### src/rtl/xilinx_lutram_fifo.sv
// Synchronous FIFO built on simple-dual-port distributed RAM, followed by a
// registered first-word-fall-through output stage with valid/ready handshake.
//
// state     | meaning
// ST_EMPTY  | output register holds no entry
// ST_VALID  | output register holds the head-of-queue word
module xilinx_lutram_fifo #(
  parameter int WIDTH      = 8,
  parameter int DEPTH      = 64,
  parameter int AFULL_THR  = DEPTH - 4,
  parameter int AEMPTY_THR = 2
) (
  input  logic                         clk,
  input  logic                         rst_n,
  input  logic                         wr_en,
  input  logic [WIDTH-1:0]             wr_data,
  output logic                         full,
  output logic                         almost_full,
  output logic [WIDTH-1:0]             out_data,
  output logic                         out_valid,
  input  logic                         out_ready,
  output logic                         almost_empty,
  output logic [$clog2(DEPTH+2)-1:0]   level,
  output logic                         overflow
);

  localparam int AW = $clog2(DEPTH);
  localparam int CW = $clog2(DEPTH + 1);
  localparam int LW = $clog2(DEPTH + 2);

  localparam logic [CW-1:0] DEPTH_C  = CW'(DEPTH);
  localparam logic [CW-1:0] AFULL_C  = CW'(AFULL_THR);
  localparam logic [LW-1:0] AEMPTY_C = LW'(AEMPTY_THR);

  typedef enum logic {
    ST_EMPTY = 1'b0,
    ST_VALID = 1'b1
  } state_t;

  state_t           state;
  logic [WIDTH-1:0] mem [DEPTH];
  logic [AW-1:0]    wr_ptr;
  logic [AW-1:0]    rd_ptr;
  logic [CW-1:0]    ram_count;
  logic [CW-1:0]    count_next;
  logic [LW-1:0]    level_next;
  logic             we;
  logic             load;
  logic             valid_next;

  // full is the registered flag, so a write racing a RAM read still drops
  always_comb begin
    we         = wr_en & ~full;
    load       = (ram_count != '0) & (~out_valid | out_ready);
    count_next = ram_count;
    if (we && !load) begin
      count_next = ram_count + CW'(1);
    end else if (!we && load) begin
      count_next = ram_count - CW'(1);
    end
    valid_next = load | (out_valid & ~out_ready);
    level_next = LW'(count_next) + LW'(valid_next);
  end

  // LUTRAM column: no reset, async read
  always_ff @(posedge clk) begin
    if (we) begin
      mem[wr_ptr] <= wr_data;
    end
  end

  always_ff @(posedge clk or negedge rst_n) begin
    if (!rst_n) begin
      state        <= ST_EMPTY;
      wr_ptr       <= '0;
      rd_ptr       <= '0;
      ram_count    <= '0;
      out_data     <= '0;
      out_valid    <= 1'b0;
      full         <= 1'b0;
      almost_full  <= 1'b0;
      almost_empty <= 1'b1;
      level        <= '0;
      overflow     <= 1'b0;
    end else begin
      if (we) begin
        wr_ptr <= wr_ptr + AW'(1);
      end
      if (load) begin
        out_data <= mem[rd_ptr];
        rd_ptr   <= rd_ptr + AW'(1);
      end

      case (state)
        ST_EMPTY: begin
          if (ram_count != '0) begin
            state     <= ST_VALID;
            out_valid <= 1'b1;
          end
        end
        ST_VALID: begin
          if (out_ready && ram_count == '0) begin
            state     <= ST_EMPTY;
            out_valid <= 1'b0;
          end
        end
        default: begin
          state     <= ST_EMPTY;
          out_valid <= 1'b0;
        end
      endcase

      ram_count    <= count_next;
      full         <= (count_next == DEPTH_C);
      almost_full  <= (count_next >= AFULL_C);
      level        <= level_next;
      almost_empty <= (level_next <= AEMPTY_C);
      if (wr_en && full) begin
        overflow <= 1'b1;
      end
    end
  end

endmodule

### config.mk
export PLATFORM = sky130hd
export DESIGN_NAME = xilinx_lutram_fifo
export DESIGN_NICKNAME = d
export VERILOG_FILES = /design/src/rtl/xilinx_lutram_fifo.sv
export SDC_FILE = /design/constraint.sdc
export NUM_CORES = 1
export LEC_CHECK = 0
export CAP_MARGIN = 5
export CORE_MARGIN = 2
export CORE_UTILIZATION = 35
export CTS_BUF_LIST = sky130_fd_sc_hd__clkbuf_16
export CTS_CLUSTER_SIZE = 10
export DETAILED_ROUTE_END_ITERATION = 8
export SYNTH_ARGS = -nofsm -noshare
export SYNTH_HDL_FRONTEND = slang
export SYNTH_SLANG_ARGS = --single-unit
### constraint.sdc
create_clock -name clk -period 2.97 [get_ports clk]
set_input_delay 0.594 -clock clk [delete_from_list [all_inputs] [get_ports clk]]
set_output_delay 0.594 -clock clk [all_outputs]
set_load 0.1 [all_outputs]
======== After elaboration in Yosys (flattened, before gate mapping) ========
Memory sizes are Yosys's and may differ from the RTL's. A register that Yosys moved wholly into a read port is not among the register bits.
Cells that the tools add are included.
storage, ports and cells
  flip-flop bits (word level) ............. 32
  bits in writable memories ............... 512
  bits of input ports ..................... 12
  output and inout port bits .............. 20
  memories kept ........................... 1
cells by class
  add/subtract/negate cells ............... 5
  $lt $le $gt $ge ......................... 2
  eq/ne operators ......................... 3
  muxes and demuxes ....................... 10
  bitwise operators ....................... 9
  reductions and logical operators ........ 10
memories
  memory  words  width  rd ports  clocked after memory_dff  wr ports  line  source
  mem     64     8      1         1                         1         41    logic [WIDTH-1:0] mem [DEPTH];
operators with widths
  cell                                                             number
  two-way mux 7 bit                                                2
  adder 6 x 1 -> 6 bit (second input constant)                     2
  adder 7 x 1 -> 7 bit                                             1
  adder 7 x 1 -> 7 bit (second input constant)                     1
  == test 7 bit (second input constant)                            1
  >= comparator 7 x 6 -> 1 bit (second input constant)             1
  less-or-equal comparator 7 x 2 -> 1 bit (second input constant)  1
  zero test 7 bit                                                  1
  nonzero test 7 bit                                               1
  subtractor 7 x 1 -> 7 bit (second input constant)                1
  two-way mux 1 bit                                                6
  logical AND 1 bit                                                4
  NOT 1 bit                                                        4
  case mux 1 bit (2 select lines)                                  2
  bitwise AND 1 bit                                                3
  zero test 1 bit                                                  3
  inequality test 2 x 1 -> 1 bit (second input constant)           1
  inequality test 2 bit (second input constant)                    1
  OR 1 bit                                                         2
  AND reduction 2 bit                                              1

======== Logic depth before layout (Yosys ltp) ========
Gate-level depths: netlist of the first run.
  depth in word-level cells ............... 8
  mapped depth ............................ 11

======== Worst setup path before layout of the first run ========
Ideal clock, no wire load.
  path type ............................... register to register
  start point ............................. register full
  end point ............................... register almost_empty
  setup time .............................. 77 ps
  data arrival time ....................... 2838 ps
  data required time ...................... 2893 ps
  slack ................................... 55 ps
  cell stages (with the launch flop) ...... 10
  buffers on the path ..................... 1
  period minus slack after synthesis ...... 2915 ps
  path through ............................ dfrtp_1 -> nor2b_1 -> buf_2 -> xnor2_1 -> xnor2_1 -> ha_1 -> a21bo_1 -> or4_4 -> mux2i_1 -> a31oi_1
between the ends
  cells in the longest elaborated chain, start to end .. 8
RTL lines
  element                                    line  source
  start: declaration                         17    output logic full,
  start signal: assignment                   114   full <= (count_next == DEPTH_C);
  NOT 1 bit *                                53    we = wr_en & ~full;
  bitwise AND 1 bit *                        53
  zero test 1 bit                            58    end else if (!we && load) begin
  logical AND 1 bit                          58
  two-way mux 7 bit                          58
  two-way mux 7 bit *                        56    if (we && !load) begin
  named net count_next[0]                    45    logic [CW-1:0] count_next;
  adder 7 x 1 -> 7 bit *                     62    level_next = LW'(count_next) + LW'(valid_next);
  less-or-equal comparator 7 x 2 -> 1 bit *  117   almost_empty <= (level_next <= AEMPTY_C);
  end signal: assignment                     117
  end: declaration                           22    output logic almost_empty,
The timed path passes the listed nets; every way through them passes the cells marked *.
A chain may end at the register's enable or synchronous reset.

======== Worst setup path in the final report of the first run ========
  start point ............................. register ram_count[0]
  end point ............................... register almost_empty
between the ends
  cells in the longest elaborated chain, start to end .. 7
RTL lines
  element                                                            line  source
  start: declaration                                                 44    logic [CW-1:0] ram_count;
  start signal: assignment                                           113   ram_count <= count_next;
  branches (longest 5 deep; another with subtractor 7 x 1 -> 7 bit)  -
  adder 7 x 1 -> 7 bit *                                             62
  less-or-equal comparator 7 x 2 -> 1 bit *                          117
Mark *: on every way between the ends.

==> results of run 1 <==
-- sequential cells by signal, indices dropped and copies added (netlist names) --
signal	cells
almost_empty	1
almost_full	1
full	1
level	7
mem	512
out_data	8
out_valid	1
overflow	1
ram_count	7
rd_ptr	6
state	1
wr_ptr	6
-- cells by family (layout without fill, tap and decap cells) --
logic type | count (synthesis) | after routing | synth area share
buffers and inverters | 62 | 260 | 0.0139
AOI/OAI and AO/OA | 35 | 35 | 0.0103
and+or+nand+nor | 200 | 200 | 0.0447
adders and majority gates | 6 | 6 | 0.00344
DFF | 552 | 552 | 0.751
xor gates and xnor gates | 20 | 20 | 0.00803
muxes | 185 | 185 | 0.169
-- area by class of cell --
| type | count | area share |
|---|---|---|
| Clock buffer | 67 | 0.0650 |
| Clock inverter | 26 | 0.00776 |
| Inverter | 6 | 0.000873 |
| Multi-Input combinational cell | 446 | 0.200 |
| Sequential cell | 552 | 0.635 |
| Tap cell | 837 | 0.0406 |
| Timing Repair Buffer | 161 | 0.0515 |
-- cell usage after synthesis, drive strengths merged (3+ instances only) --
cell,number
nand4,5
dfrtp,39
inv,6
mux2i,18
nand2,42
xor2,3
or3b,3
ha,6
nor2b,7
nor2,73
buf,32
o22ai,8
nand3,38
xnor2,17
nor3,6
nand2b,6
a211oi,4
edfxtp,512
a21oi,11
clkbuf,24
a31oi,3
o21ai,4
mux2,23
mux4,144
-- layer usage --
metal,vias to the layer above,part of all wire,global-route usage
met1,5659,0.45,0.222
met3,72,0.060,0.0323
met4,0,0.018,0.0412
met5,-,0,0
li1,4656,-,-
met2,293,0.47,0.239
-- worst max path at each step --
stage | from | to | slack (ns) | depth (start not counted)
4_1_cts | ram_count[1] | almost_empty | 0.12 | 11
2_1_floorplan | full | almost_empty | 0.05 | 9
3_5_place_dp | wr_en | almost_empty | -0.12 | 9
3_3_place_gp | wr_en | almost_empty | -0.09 | 9
6_report | ram_count[0] | almost_empty | 0.20 | 10
5_1_grt | ram_count[1] | almost_empty | 0.02 | 10
-- power by group --
part / internal (mW) / switching [mW] / total [mW]
sequential: 9.01 / 0.567 / 9.57
clock: 4.07 / 3.02 / 7.09
combinational: 3.66 / 4.38 / 8.03
-- stage by stage --
stage | utilization | instance area, um^2
final | 0.418 | 25800
after global routing | 0.418 | 25800
after CTS | 0.418 | 25800
after detailed placement | 0.387 | 23900
after global placement | 0.387 | 23900
after floorplan | - | 21800
-- what timing repair did --
action	in CTS	in global routing
setup endpoints to repair	0	1
buffers inserted	0	2
gates resized for setup	0	4
==> run metrics, run 1 <==
max-slew violations=0; Iter 0 DRT Violations=946; CTS tree=yes; sequential share of the synthesized area=0.751; H-tree depth=3; Reg2Reg Setup Slack=0.20 ns; slowest CP cell=or4_4; Crit path largest cell delay=0.53 ns; Total GRT Usage=0.154; hold crit path type=input port to async pin; GRT overflow=0; share of cells above drive strength 1=0.334; final std cells w/o fill=2095; FF/Latch Area=16400 um^2; minimum clock period=2.77 ns; crit path capture type=register; Tightest Pin Transition=0.988 ns; Syn Inst Count=1060; clk slew on worst S/H paths=0.06 ns; # placed instances=2000; capturing point of the worst reg2reg path=almost_empty; Post-synth EDFFs=512; Seq cells post-synth=552; async set-reset flop share out of synthesis=0.0725; area of the multi-input gates=5150 um^2; First-pass DRT Iterations=5; worst skew pair latency=0.61 ns; maximum VDD drop=0.000861 V; Lkg Pwr=8.57 nW; Die Wd=254 um; routed via count=10680; vias in the first global route=11164; Nets=1251; clk sinks=552; Final Hold Fails=0; kind of critical path=register to register; clk_skew=0.0242 ns; total power=24.7 mW; CTS Buffer Depth=3; pin count of the biggest net entering global routing=65; CTS Hold Bufs=0; initial core utilization=0.354; vias per cell=5.10; top cells by area, synth=edfxtp_1 70%, mux4_2 15%, dfrtp_1 4.5%, nor2_1 1.3%, mux2_2 1.1%; Worst Path Required=3.49 ns; initial antenna violation count=0; Synth Net Count=1078; commonest non-fill, non-tap cell in the layout=edfxtp_1; outcome=finished clean; HPWL after detailed placement=29700 um; PwrDens=957 nW/um^2; cell area after synthesis=21800 um^2; Worst slew margin=0.341; PortBufs=31; Final Worst Setup Slack=0.200 ns; Synth Warn #=0; Yosys top cell by area=edfxtp_1; P&R area growth vs syn=18.3%; Worst Path Buf+Inv=2; Synth cell types=52; f_max=361 MHz; cell family with most CP delay=simple AND/OR/NAND/NOR gates; total CTS buffers=66; crit path max fanout=6; final setup violation count=0; Row Count=91; crit share post-route=0.933; Die Y=254 um; syn avg cell area=20.6 um^2; post-synth top area share=0.705; drt total wl=47700 um; top_reg_cell synth=edfxtp_1; r2r startpoint=ram_count[0]; Place WS=-0.116 ns; DRC=0; worst hold margin=0.149 ns; Worst setup SP type=register; RSZ-0062 raised after global routing=no; Root Driver=clkbuf_16; first-pass GRT wire length=72100 um; Die Area=64300 um^2; Critical Path AT=3.29 ns; core area=61700 um^2; WL per Instance=22.8 um; total negative slack=0 ns; max-cap violations=0; gpl congestion=0.803; ANT cells=0; cells along the critical path=inv_1 > ha_1 > nor3b_4 > buf_4 > a211oi_2 > mux2_4 > a21bo_1 > or4_4 > mux2i_1 > a31oi_1; most frequent cells in the layout=512 x edfxtp_1, 144 x mux4_2, 139 x buf_4; fillers=5468; num ports=32; r2r worst-path depth=10; Post-DRT Antenna Nets=0
No activity file was read; power rests on OpenSTA's default activity.
==> run 2: changes to the inputs <==
--- a/config.mk
+++ b/config.mk
@@ -7,7 +7,7 @@
 export LEC_CHECK = 0
 export CAP_MARGIN = 5
 export CORE_MARGIN = 2
-export CORE_UTILIZATION = 35
+export CORE_UTILIZATION = 40
 export CTS_BUF_LIST = sky130_fd_sc_hd__clkbuf_16
 export CTS_CLUSTER_SIZE = 10
 export DETAILED_ROUTE_END_ITERATION = 8
==> run 2 against run 1 <==
Sequential cell count unchanged. First-iteration DRC count increased by 9.5%. Register-to-register slack about the same. Power about the same. Critical path depth unchanged. Setup slack better by 0.014 ns. Count of clock-buffer cells in the layout up 2. Highest routed layer unchanged. Core utilization rose by 5.7 points. Clock skew rose by 0.0054 ns. Hold slack got worse by 0.0072 ns. Non-clock buffer count rose by 1. Sequential share of layout area up 0.45 points.
==> run metrics, run 2 (same netlist as run 1, synthesis figures left out) <==
Worst slew margin=0.367; clk_skew=0.0297 ns; commonest non-fill, non-tap cell in the layout=edfxtp_1; minimum clock period=2.76 ns; core area=53900 um^2; clk slew on worst S/H paths=0.05 ns; num ports=32; Critical Path AT=3.26 ns; Die Wd=238 um; pin count of the biggest net entering global routing=65; Nets=1252; vias in the first global route=11009; critical path's most frequent cell=ha_1; Root Driver=clkbuf_16; biggest registers after layout=mem (512), out_data (8); Cell Area, Placed=23700 um^2; Biggest register=mem; PwrDens=963 nW/um^2; Place WS=-0.0393 ns; total power=24.7 mW; Row Count=85; ANT cells=0; Worst Path Required=3.47 ns; gpl congestion=0.824; First-pass DRT Iterations=7; Final Worst Setup Slack=0.214 ns; # placed instances=1861; drt total wl=47100 um; area of the multi-input gates=5140 um^2; crit path max fanout=6; maximum VDD drop=0.000874 V; CTS tree=yes; hold crit path type=input port to async pin; final instance area=25600 um^2; total CTS buffers=66; kind of critical path=register to register; PortBufs=31; WL per Instance=24.1 um; slowest CP cell=or4_4; final std cells w/o fill=1956; Die Area=56400 um^2; max reg flops=512; CTS Hold Bufs=0; vias per cell=5.51; outcome=finished clean; clk sinks=552; most frequent cells in the layout=512 x edfxtp_1, 144 x mux4_2, 142 x buf_4; CTS Buffer Depth=3; final setup violation count=0; max-slew violations=0; Total GRT Usage=0.172; Die Y=238 um; max-cap violations=0; Tightest Pin Transition=0.950 ns; Iter 0 DRT Violations=1036; P&R area growth vs syn=17.5%; FF/Latch Area=16400 um^2; first-pass GRT wire length=71000 um; cells along the critical path=inv_1 > ha_1 > nor3b_4 > a21oi_2 > xnor2_2 > ha_1 > a21bo_1 > or4_4 > mux2i_1 > a31oi_1; Final Hold Fails=0; f_max=363 MHz; Worst setup SP type=register; HPWL after detailed placement=29300 um; crit share post-route=0.928; H-tree depth=3; initial antenna violation count=0; RSZ-0062 raised after global routing=no; share of cells above drive strength 1=0.333; total negative slack=0 ns; crit path capture type=register; initial core utilization=0.405; Crit path largest cell delay=0.53 ns; Post-DRT Antenna Nets=0; fillers=4386; Lkg Pwr=8.58 nW; GRT overflow=0; DRC=0; routed via count=10770; worst skew pair latency=0.60 ns
==> run 2: cell types whose count changed in the layout (fill, tap and decap cells not counted), sizes merged <==
cell and change:
clkinv -3, buf +1, clkbuf +2, bufinv +1, inv +1
==> run 2: path summary, 6_finish.rpt <==
kind | startpoint | end | slack [ns] | cells after the start
max | ram_count[1] | almost_empty | 0.21 | 10
min | rst_n | level[5] | 0.14 | 1
max reg2reg | ram_count[1] | almost_empty | 0.21 | 10
min reg2reg | state | out_valid | 0.44 | 1
max in group asynchronous | rst_n | rd_ptr[0] | 2.12 | 1
min in group clk | state | out_valid | 0.44 | 1
==> run 2: where the power goes <==
part	switching [mW]	leakage [nW]	internal [mW]
combinational	4.38	2.50	3.59
clock	2.95	0.992	4.23
sequential	0.527	5.09	9.01
total	7.86	8.58	16.8
==> run 2: worst max-delay path: cells and delay by family (launching register included) <==
| kind | cells | cell delay [ns] |
|---|---|---|
| and+or+nand+nor | 2 | 0.86 |
| AOI/OAI and AO/OA | 3 | 0.51 |
| adders and majority gates | 2 | 0.44 |
| DFF | 1 | 0.42 |
| xor gates and xnor gates | 1 | 0.19 |
| muxes | 1 | 0.14 |
| buffers and inverters | 1 | 0.10 |
==> run 2: cell type report <==
| cell class | instances | share of cell area |
|---|---|---|
| Timing Repair Buffer | 162 | 0.0512 |
| Tap cell | 696 | 0.0340 |
| Clock buffer | 69 | 0.0674 |
| Inverter | 6 | 0.000879 |
| Clock inverter | 25 | 0.00659 |
| Sequential cell | 552 | 0.639 |
| Multi-Input combinational cell | 446 | 0.201 |
==> run 2: what timing repair did <==
| action | CTS | global route |
|---|---|---|
| setup endpoints to repair | 0 | 1 |
| buffers inserted | 0 | 1 |
| gates resized for setup | 0 | 1 |
==> run 2: through the flow <==
step	hold WS (ns)	util
finish	0.141	0.475
global route	0.213	0.475
CTS	0.148	0.475
detailed placement	0.442	0.440
global placement	0.431	0.440
floorplan	0.298	-
==> run 2: layer usage <==
layer  track usage  vias to the layer above  wire length (um)  share of wire
li1              -                     4661                 -              -
met1         0.244                     5677             20700           0.44
met2         0.269                      341             22500           0.48
met3        0.0352                       91              2810          0.060
met4        0.0534                        0              1110          0.024
met5             0                        -                 0              0
